--- config.mk ---
export PLATFORM = sky130hd
export DESIGN_NAME = seg_frame_rx_flat
export DESIGN_NICKNAME = d
export VERILOG_FILES = /design/src/rtl/seg_link_pkg.sv /design/src/rtl/seg_frame_rx_if.sv /design/src/rtl/seg_link_sync.sv /design/src/rtl/seg_frame_rx.sv /design/src/flat_wrapper.sv
export SDC_FILE = /design/constraint.sdc
export NUM_CORES = 1
export LEC_CHECK = 0
export CAP_MARGIN = 15
export CORE_UTILIZATION = 57
export DETAILED_ROUTE_END_ITERATION = 10
export PLACE_DENSITY = 0.82
export SETUP_SLACK_MARGIN = 0.15
export SLEW_MARGIN = 20
export SYNTH_ARGS = -nofsm -noshare
export SYNTH_HDL_FRONTEND = slang
export SYNTH_SLANG_ARGS = --single-unit
--- constraint.sdc ---
create_clock -name clk -period 2.72 [get_ports clk]
set_input_delay 0.816 -clock clk [delete_from_list [all_inputs] [get_ports clk]]
set_output_delay 0.816 -clock clk [all_outputs]
set_load 0.01 [all_outputs]
--- src/rtl/seg_link_pkg.sv ---
// Shared constants, receiver state type and the segment-to-hex decoder
// for the 7-segment serial display link.
package seg_link_pkg;

    localparam int FRAME_BITS = 64;

    localparam logic [6:0] SEG_BLANK = 7'h7F;

    // Active-low segment patterns g..a for hex digits 0..F
    localparam logic [6:0] SEG_CODE [16] = '{
        7'h40, 7'h79, 7'h24, 7'h30, 7'h19, 7'h12, 7'h02, 7'h78,
        7'h00, 7'h10, 7'h08, 7'h03, 7'h46, 7'h21, 7'h06, 7'h0E
    };

    typedef enum logic [1:0] {
        ST_IDLE,
        ST_SHIFT,
        ST_LATCH,
        ST_DECODE
    } rx_state_t;

    // Returns {ok, blank, nibble}; unknown patterns give all zeros
    function automatic logic [5:0] seg2hex(input logic [6:0] bits);
        logic [5:0] res;
        res = 6'b00_0000;
        if (bits == SEG_BLANK) begin
            res = 6'b11_0000;
        end else begin
            for (int i = 0; i < 16; i++) begin
                if (bits == SEG_CODE[i]) begin
                    res = {2'b10, 4'(i)};
                end
            end
        end
        return res;
    endfunction

endpackage

--- src/rtl/seg_frame_rx_if.sv ---
// The four wires of the serial display link, as driven by the transmitter.
interface seg_frame_rx_if;

    logic seg_clk;
    logic seg_sout;
    logic seg_pen;
    logic seg_clrn;

    modport master (
        output seg_clk,
        output seg_sout,
        output seg_pen,
        output seg_clrn
    );

    modport slave (
        input seg_clk,
        input seg_sout,
        input seg_pen,
        input seg_clrn
    );

endinterface

--- src/rtl/seg_link_sync.sv ---
// Multi-stage synchroniser for one link wire, with edge detection on the
// synchronised copy.
module seg_link_sync #(
    parameter int SYNC_STAGES = 2
) (
    input  logic clk,
    input  logic rst,
    input  logic din,
    output logic level,
    output logic rise,
    output logic fall
);

    logic [SYNC_STAGES-1:0] sync_ff;
    logic                   prev;

    always_ff @(posedge clk or negedge rst) begin
        if (!rst) begin
            sync_ff <= '0;
            prev    <= 1'b0;
        end else begin
            sync_ff <= {sync_ff[SYNC_STAGES-2:0], din};
            prev    <= sync_ff[SYNC_STAGES-1];
        end
    end

    assign level = sync_ff[SYNC_STAGES-1];
    assign rise  = level & ~prev;
    assign fall  = ~level & prev;

endmodule

--- src/rtl/seg_frame_rx.sv ---
// Receive end of the 7-segment serial link: rebuilds the 64-bit frame and
// decodes each byte to nibble, decimal point and blank flag.
//
// state     | meaning
// ST_IDLE   | waiting for the first seg_clk rise of a frame
// ST_SHIFT  | shifting bits in on each seg_clk rise, until seg_pen rises
// ST_LATCH  | accept the frame if exactly 64 bits arrived, else reject
// ST_DECODE | decode the latched frame and pulse frame_valid
module seg_frame_rx
    import seg_link_pkg::*;
#(
    parameter int SYNC_STAGES = 2
) (
    input  logic                  clk,
    input  logic                  rst,
    seg_frame_rx_if.slave         link,
    output logic [FRAME_BITS-1:0] frame,
    output logic [31:0]           hexs,
    output logic [7:0]            point,
    output logic [7:0]            blank,
    output logic [7:0]            code_ok,
    output logic                  frame_valid,
    output logic                  frame_err
);

    localparam logic [6:0] CNT_FULL = 7'(FRAME_BITS);
    localparam logic [6:0] CNT_OVF  = 7'(FRAME_BITS + 1);

    logic clk_lvl, clk_rise, clk_fall;
    logic sout_lvl, sout_rise, sout_fall;
    logic pen_lvl, pen_rise, pen_fall;
    logic clrn_lvl, clrn_rise, clrn_fall;

    seg_link_sync #(.SYNC_STAGES(SYNC_STAGES)) u_sync_clk (
        .clk(clk), .rst(rst), .din(link.seg_clk),
        .level(clk_lvl), .rise(clk_rise), .fall(clk_fall)
    );
    seg_link_sync #(.SYNC_STAGES(SYNC_STAGES)) u_sync_sout (
        .clk(clk), .rst(rst), .din(link.seg_sout),
        .level(sout_lvl), .rise(sout_rise), .fall(sout_fall)
    );
    seg_link_sync #(.SYNC_STAGES(SYNC_STAGES)) u_sync_pen (
        .clk(clk), .rst(rst), .din(link.seg_pen),
        .level(pen_lvl), .rise(pen_rise), .fall(pen_fall)
    );
    seg_link_sync #(.SYNC_STAGES(SYNC_STAGES)) u_sync_clrn (
        .clk(clk), .rst(rst), .din(link.seg_clrn),
        .level(clrn_lvl), .rise(clrn_rise), .fall(clrn_fall)
    );

    rx_state_t             state, state_nxt;
    logic [FRAME_BITS-1:0] sr;
    logic [6:0]            bit_cnt;
    logic                  do_clear, do_shift, do_latch, do_decode, cnt_clr, err_nxt;

    // Link clear has priority over every other event, including a pen rise
    always_comb begin
        state_nxt = state;
        do_clear  = 1'b0;
        do_shift  = 1'b0;
        do_latch  = 1'b0;
        do_decode = 1'b0;
        cnt_clr   = 1'b0;
        err_nxt   = 1'b0;
        if (!clrn_lvl) begin
            do_clear  = 1'b1;
            state_nxt = ST_IDLE;
        end else begin
            case (state)
                ST_IDLE: begin
                    if (pen_rise) begin
                        err_nxt = 1'b1;
                    end else if (clk_rise) begin
                        do_shift  = 1'b1;
                        state_nxt = ST_SHIFT;
                    end
                end
                ST_SHIFT: begin
                    if (pen_rise) begin
                        state_nxt = ST_LATCH;
                    end else if (clk_rise) begin
                        do_shift = 1'b1;
                    end
                end
                ST_LATCH: begin
                    cnt_clr = 1'b1;
                    if (bit_cnt == CNT_FULL) begin
                        do_latch  = 1'b1;
                        state_nxt = ST_DECODE;
                    end else begin
                        err_nxt   = 1'b1;
                        state_nxt = ST_IDLE;
                    end
                end
                ST_DECODE: begin
                    do_decode = 1'b1;
                    state_nxt = ST_IDLE;
                end
                default: state_nxt = ST_IDLE;
            endcase
        end
    end

    always_ff @(posedge clk or negedge rst) begin
        if (!rst) begin
            state <= ST_IDLE;
        end else begin
            state <= state_nxt;
        end
    end

    logic [31:0] dec_hexs;
    logic [7:0]  dec_point, dec_blank, dec_ok;
    logic [5:0]  dec_res;

    always_comb begin
        dec_hexs  = '0;
        dec_point = '0;
        dec_blank = '0;
        dec_ok    = '0;
        dec_res   = '0;
        for (int i = 0; i < 8; i++) begin
            dec_res             = seg2hex(frame[8*i +: 7]);
            dec_hexs[4*i +: 4]  = dec_res[3:0];
            dec_blank[i]        = dec_res[4];
            dec_ok[i]           = dec_res[5];
            dec_point[i]        = ~frame[8*i + 7];
        end
    end

    // Count saturates one past a full frame so overflow is never mistaken for 64
    always_ff @(posedge clk or negedge rst) begin
        if (!rst) begin
            sr      <= '0;
            bit_cnt <= '0;
        end else if (do_clear) begin
            sr      <= '0;
            bit_cnt <= '0;
        end else if (cnt_clr) begin
            bit_cnt <= '0;
        end else if (do_shift) begin
            sr <= {sr[FRAME_BITS-2:0], sout_lvl};
            if (bit_cnt != CNT_OVF) begin
                bit_cnt <= bit_cnt + 7'd1;
            end
        end
    end

    always_ff @(posedge clk or negedge rst) begin
        if (!rst) begin
            frame       <= '0;
            hexs        <= '0;
            point       <= '0;
            blank       <= '0;
            code_ok     <= '0;
            frame_valid <= 1'b0;
            frame_err   <= 1'b0;
        end else begin
            frame_valid <= do_decode;
            frame_err   <= err_nxt;
            if (do_latch) begin
                frame <= sr;
            end
            if (do_decode) begin
                hexs    <= dec_hexs;
                point   <= dec_point;
                blank   <= dec_blank;
                code_ok <= dec_ok;
            end
        end
    end

endmodule
--- src/flat_wrapper.sv ---
// flat-port wrapper written by rule: the top's interface ports become plain ports
module seg_frame_rx_flat import seg_link_pkg::*;
#(
    parameter int SYNC_STAGES = 2
)
  (clk, rst, frame, hexs, point, blank, code_ok, frame_valid, frame_err, link_seg_clk, link_seg_sout, link_seg_pen, link_seg_clrn);
  seg_frame_rx_if link_i ();
  input  logic clk;
  input  logic rst;
  output logic [FRAME_BITS-1:0] frame;
  output logic [31:0] hexs;
  output logic [7:0] point;
  output logic [7:0] blank;
  output logic [7:0] code_ok;
  output logic frame_valid;
  output logic frame_err;
  input wire logic [$bits(link_i.seg_clk)-1:0] link_seg_clk;
  input wire logic [$bits(link_i.seg_sout)-1:0] link_seg_sout;
  input wire logic [$bits(link_i.seg_pen)-1:0] link_seg_pen;
  input wire logic [$bits(link_i.seg_clrn)-1:0] link_seg_clrn;
  assign link_i.seg_clk = link_seg_clk;
  assign link_i.seg_sout = link_seg_sout;
  assign link_i.seg_pen = link_seg_pen;
  assign link_i.seg_clrn = link_seg_clrn;
  seg_frame_rx #(.SYNC_STAGES(SYNC_STAGES)) u_core (.clk(clk), .rst(rst), .link(link_i), .frame(frame), .hexs(hexs), .point(point), .blank(blank), .code_ok(code_ok), .frame_valid(frame_valid), .frame_err(frame_err));
endmodule
==> results of run 1 <==
==> power by group <==
group / switching (uW) / internal (uW) / total, uW
combinational: 219 / 212 / 431
sequential: 58.8 / 3140 / 3200
clock: 1140 / 1680 / 2810
total: 1410 / 5030 / 6450
==> placed cells by master, fill, tap and decap left out, types with 11 or more instances in the layout <==
master           netlist  layout
a21oi_1               34      34
a22o_1                75      75
a31oi_1               11      11
buf_4                  4      29
clkbuf_16              0      21
clkdlybuf4s50_1        0     126
dfrtp_1              205     179
dfrtp_2                0      26
inv_1                 20      20
mux2_2                47      47
nand2_1               81      81
nand3_1               24      23
nand4_1               20      20
nor2_1                62      62
nor2b_1               13      13
nor3_1                28      28
o21ai_0               55      55
xor2_1                12      12
==> through the flow <==
step                      utilization  std cells  setup slack, ps  instance area, sq um  total power, uW
after floorplan                     -        991              970                 10300             3410
after global placement          0.670       1288              635                 11700             3690
after detailed placement        0.670       1288              618                 11700             3700
after CTS                       0.708       1321              150                 12400             6510
after global routing            0.710       1321              150                 12400             6680
final                           0.710       1321              196                 12400             6450
==> layer usage <==
layer | GRT usage | vias to the layer above
li1 | - | 3872
met1 | 0.373 | 4096
met2 | 0.403 | 292
met3 | 0.0370 | 36
met4 | 0.0716 | 0
met5 | 0 | -
==> logic make-up after synthesis <==
family	Yosys count
AND/OR/NAND/NOR	320
buffers and inverters	108
flip-flops	205
adder cells (fa/ha/maj)	7
XOR/XNOR	20
AO/OA/AOI/OAI	274
multiplexers	57
==> flip-flops by register name, indices dropped and copies added (netlist names), 2 cells and up <==
signal,flops
u_core.code_ok,8
u_core.u_sync_sout.sync_ff,2
u_core.point,8
u_core.frame,64
u_core.blank,8
u_core.state,2
u_core.u_sync_clrn.sync_ff,2
u_core.sr,64
u_core.hexs,32
u_core.u_sync_clk.sync_ff,2
u_core.u_sync_pen.sync_ff,2
u_core.bit_cnt,7
==> area by class of cell <==
type                       count  area [sq um]  share of cell area
clock inverter                 7          93.8             0.00756
clock buffer                  26           574              0.0463
inverter                      21          78.8             0.00635
tap                          225           282              0.0227
multi-input combinational    678          4660               0.376
sequential                   205          5160               0.416
timing repair buffer         159          1550               0.125
==> timing repair <==
| item | 4_1_cts | 5_1_grt |
|---|---|---|
| buffers inserted | 0 | 0 |
| setup endpoints to repair | 5 | 21 |
| gates resized for setup | 5 | 21 |
| pin swaps | 0 | 0 |
==> how the worst max path moves through the flow <==
stage | end | cells past startpoint | startpoint
4_1_cts | frame[62] | 1 | u_core.frame[62]
3_3_place_gp | frame[59] | 1 | u_core.frame[59]
3_5_place_dp | frame[8] | 1 | u_core.frame[8]
5_1_grt | frame[40] | 1 | u_core.frame[40]
6_report | frame[40] | 1 | u_core.frame[40]
2_1_floorplan | u_core.frame[55] | 7 | u_core.bit_cnt[0]
==> results.json, run 1 <==
{
  "status": "finished, final reports clean",
  "grt_pass1_wl_um": 38500,
  "htreeDepth": 1,
  "synth_xor_xnor_area_share": 0.0169,
  "dp_hpwl_um": 15200,
  "leakage_uw": 0.00533,
  "cpMaxStageDelayCell": "clkdlybuf4s50_1",
  "core_area_sq_um": 17500,
  "fillers": 1256,
  "required_ps": 1900,
  "root_buffer": "clkbuf_16",
  "die-area_sq_um": 18700,
  "vias": 8296,
  "p_per_area_nw_per_um2": 520,
  "peakVddDrop_mv": 0.464,
  "synthAdderAreaFrac": 0.00750,
  "reg2reg_depth": 5,
  "drt_iter0_drc": 723,
  "slowest_delay_ps": 620,
  "grt.overflow.total": 0,
  "cap_violations": 0,
  "row_count": 48,
  "crit_buf_inv": 1,
  "grt_pass1_vias": 7627,
  "whs_ps": 281,
  "clk_latency_ps": 490,
  "crit_arrival_ps": 1710,
  "drc": 0,
  "vias_per_cell": 6.28,
  "cts_sinks": 205,
  "grt_usage": 0.257,
  "synth_area_leader_cell": "dfrtp_1",
  "die_h_um": 137,
  "port_buffers": 127,
  "synth_area_leaders": "dfrtp_1 50%, a22o_1 6.4%, mux2_2 5.1%",
  "synth-edff-count": 0,
  "cts_tree": "done",
  "met1_length_um": 10400,
  "synth_commonest_cells": "205 x dfrtp_1, 81 x nand2_1, 75 x a22o_1, 62 x nor2_1, 55 x o21ai_0",
  "synth_area_sq_um": 10300,
  "ys_seq_area_frac": 0.496,
  "ys_warn_count": 0,
  "pin_count": 128,
  "wl_per_cell_um": 17.7,
  "r2r_end": "u_core.sr[36]",
  "dr.pass1.iters": 5,
  "syn-instance-count": 991,
  "cp_cell_sequence": "clkdlybuf4s50_1",
  "synth_top_family_by_area": "compound AO/OA/AOI/OAI gates",
  "start_util": 0.592,
  "ys.flop_type": "dfrtp_1",
  "fmax_ghz": 0.396,
  "yosysMostFrequentCell": "dfrtp_1",
  "synth_compound_area_frac": 0.195,
  "drv_slew": 0,
  "cp_max_fo": 15,
  "finalSetupTns_ps": 0,
  "finClkSkew_ps": 14.4,
  "synthArstFlopShare": 1.00,
  "r2r_start": "u_core.u_sync_pen.sync_ff[1]",
  "ys_seq_elements": 205,
  "hold_viol_final": 0,
  "nNetsFinal": 1095,
  "synth_cell_types": 80,
  "cts_made_buffers": 21,
  "n_antenna_cell": 0,
  "dr_wl_met3_um": 1230,
  "top_layer_used": "met4",
  "antenna_found_initial": 0,
  "tightest_slew_ps": 725,
  "ant_nets": 0,
  "die_w_um": 137,
  "avgSynthCellArea_sq_um": 10.4,
  "rsz0062_at_grt": "false",
  "synth_top_area_share": 0.496,
  "syn-num-nets": 1000,
  "wirelength_um": 23300,
  "clkTransAtPathRegs_ps": 60,
  "grt_max_degree": 69,
  "hold_path.class": "in2async",
  "slew-limit-headroom": 0.515,
  "synthSimpleGateAreaFrac": 0.168,
  "critPathCaptureType": "output port",
  "final_layout_size_suffix_gt1_frac": 0.143,
  "post-route-min-period_ps": 2520,
  "rrSetupSlack_ps": 570,
  "area_delta_synth_final_pct": 20.0,
  "cts_hold_buffers": 0,
  "cp_top_family": "buffers and inverters",
  "setup_violations": 0,
  "synth.mux.area_fraction": 0.0616,
  "gp_congestion": 0.872,
  "fin_crit_sh": 0.928,
  "cp-start-kind": "flip-flop",
  "critPathKind": "reg2out",
  "wl_met2_um": 11300,
  "clk_path_buf_depth": 3
}
(Power assumes the default switching activity.)
==> inputs of run 2 (changes only) <==
--- a/config.mk
+++ b/config.mk
@@ -6,9 +6,10 @@
 export NUM_CORES = 1
 export LEC_CHECK = 0
 export CAP_MARGIN = 15
+export CORE_ASPECT_RATIO = 2
 export CORE_UTILIZATION = 57
 export DETAILED_ROUTE_END_ITERATION = 10
-export PLACE_DENSITY = 0.82
+export PLACE_DENSITY_LB_ADDON = 0.05
 export SETUP_SLACK_MARGIN = 0.15
 export SLEW_MARGIN = 20
 export SYNTH_ARGS = -nofsm -noshare
==> results.json, run 2 (synthesis results as in run 1) <==
{
  "status": "finished, final reports clean",
  "vias_per_cell": 6.29,
  "hold_viol_final": 0,
  "port_buffers": 127,
  "final_common_cell": "dfrtp_1",
  "pwr-share-seq": 0.503,
  "grt_usage": 0.272,
  "ant_nets": 0,
  "slew-limit-headroom": 0.527,
  "die_h_um": 192,
  "vias": 8309,
  "pin_count": 128,
  "p_clk_frac": 0.428,
  "final_layout_size_suffix_gt1_frac": 0.142,
  "cts_sinks": 205,
  "dr.pass1.iters": 5,
  "finalSetupTns_ps": 0,
  "crit_cells": 1,
  "cpMaxStageDelayCell": "clkdlybuf4s50_1",
  "grt.busiest_layer": "met2",
  "peakVddDrop_mv": 0.576,
  "grt_max_degree": 72,
  "top_regs": "u_core.frame (64), u_core.sr (64), u_core.hexs (32)",
  "fmax_ghz": 0.397,
  "slowest_delay_ps": 620,
  "critPathKind": "reg2out",
  "switching_share": 0.223,
  "crit_start": "u_core.frame[22]",
  "start_util": 0.581,
  "reg2reg_depth": 6,
  "antenna_found_initial": 0,
  "clkTransAtPathRegs_ps": 60,
  "critPathCaptureType": "output port",
  "cp_max_fo": 13,
  "cp_top_family": "buffers and inverters",
  "setup_violations": 0,
  "die_w_um": 97.2,
  "gp_congestion": 0.948,
  "drc": 0,
  "fin_crit_sh": 0.927,
  "grt_pass1_vias": 8019,
  "hold_path.class": "in2async",
  "p_per_area_nw_per_um2": 510,
  "combPwrFrac": 0.068,
  "cp-start-kind": "flip-flop",
  "die-area_sq_um": 18700,
  "rrSetupSlack_ps": 620,
  "core_area_sq_um": 17800,
  "r2r_end": "u_core.frame[14]",
  "netSwitchingPower_uw": 1420,
  "cts_hold_buffers": 0,
  "intPower_uw": 4950,
  "nNetsFinal": 1105,
  "clk_path_buf_depth": 3,
  "use_met2": 0.513,
  "cts_made_buffers": 19,
  "required_ps": 1900,
  "final_cell_mix": "192 x dfrtp_1, 126 x clkdlybuf4s50_1, 81 x nand2_1",
  "whs_ps": 330,
  "area_delta_synth_final_pct": 20.9,
  "grtUsageMet3": 0.0261,
  "drt_iter0_drc": 445,
  "grt.overflow.total": 0,
  "final_core_util": 0.703,
  "crit_arrival_ps": 1700,
  "cap_violations": 0,
  "clk_latency_ps": 490,
  "drv_slew": 0,
  "cts_tree": "done",
  "root_buffer": "clkbuf_16",
  "r2r_start": "u_core.bit_cnt[0]",
  "post-route-min-period_ps": 2520,
  "wirelength_um": 25300,
  "crit_buf_inv": 1,
  "tightest_slew_ps": 702,
  "row_count": 69,
  "leakage_uw": 0.00543,
  "grt_pass1_wl_um": 41300,
  "htreeDepth": 1,
  "grt_util_met1": 0.308,
  "dp_hpwl_um": 17700,
  "wl_per_cell_um": 19.1,
  "finClkSkew_ps": 15.4,
  "cp_cell_sequence": "clkdlybuf4s50_1",
  "rsz0062_at_grt": "false",
  "n_antenna_cell": 0
}
[run 2: changes by cell type in the layout (fill, tap and decap cells not counted), sizes merged]
cell      previous run  this run
inv                 20        22
clkinvlp             2         1
bufinv               2         1
clkbuf              27        29
clkinv               4         3
buf                 32        44
[run 2: power by group through the flow]
| stage | Clock, uW | Sequential (uW) | Combinational (uW) |
|---|---|---|---|
| 3_3_place_gp | 0 | 3260 | 442 |
| 5_1_grt | 2910 | 3210 | 479 |
| 3_5_place_dp | 0 | 3270 | 446 |
| 6_report | 2730 | 3210 | 436 |
| 2_1_floorplan | 0 | 3290 | 120 |
| 4_1_cts | 2790 | 3210 | 447 |
[run 2: metrics by stage]
| stage | setup WS, ps | total power, uW | area (sq um) | instances |
|---|---|---|---|---|
| 4_1_cts | 152 | 6440 | 12500 | 1322 |
| 3_5_place_dp | 628 | 3710 | 11800 | 1288 |
| 6_report | 199 | 6370 | 12500 | 1322 |
| 3_3_place_gp | 682 | 3700 | 11800 | 1288 |
| 5_1_grt | 150 | 6610 | 12500 | 1322 |
| 2_1_floorplan | 970 | 3410 | 10300 | 991 |
[run 2: repair_timing]
item | 4_1_cts | 5_1_grt
buffers inserted | 0 | 0
resized for setup | 2 | 11
endpoints found under the setup margin | 2 | 11
[run 2: final cells by class]
| type | count | area (sq um) |
|---|---|---|
| flip-flops and latches | 205 | 5150 |
| multi-input cells | 678 | 4660 |
| clock buffers | 28 | 579 |
| well taps | 213 | 267 |
| repair buffers | 171 | 1690 |
| clock inverters | 6 | 71.3 |
| fillers | 1368 | 5290 |
| inverters | 21 | 78.8 |
[run 2: how the worst max path moves through the flow]
stage / endpoint / slack, ps
floorplan: u_core.frame[55] / 970
global placement: frame[27] / 680
detailed placement: u_core.frame[37] / 630
CTS: frame[37] / 150
global route: frame[18] / 150
finish: frame[22] / 200
[run 2: layer usage]
layer | vias to the layer above | part of all wire
li1 | 3890 | -
met1 | 4122 | 0.38
met2 | 232 | 0.55
met3 | 65 | 0.031
met4 | 0 | 0.046
met5 | - | 0
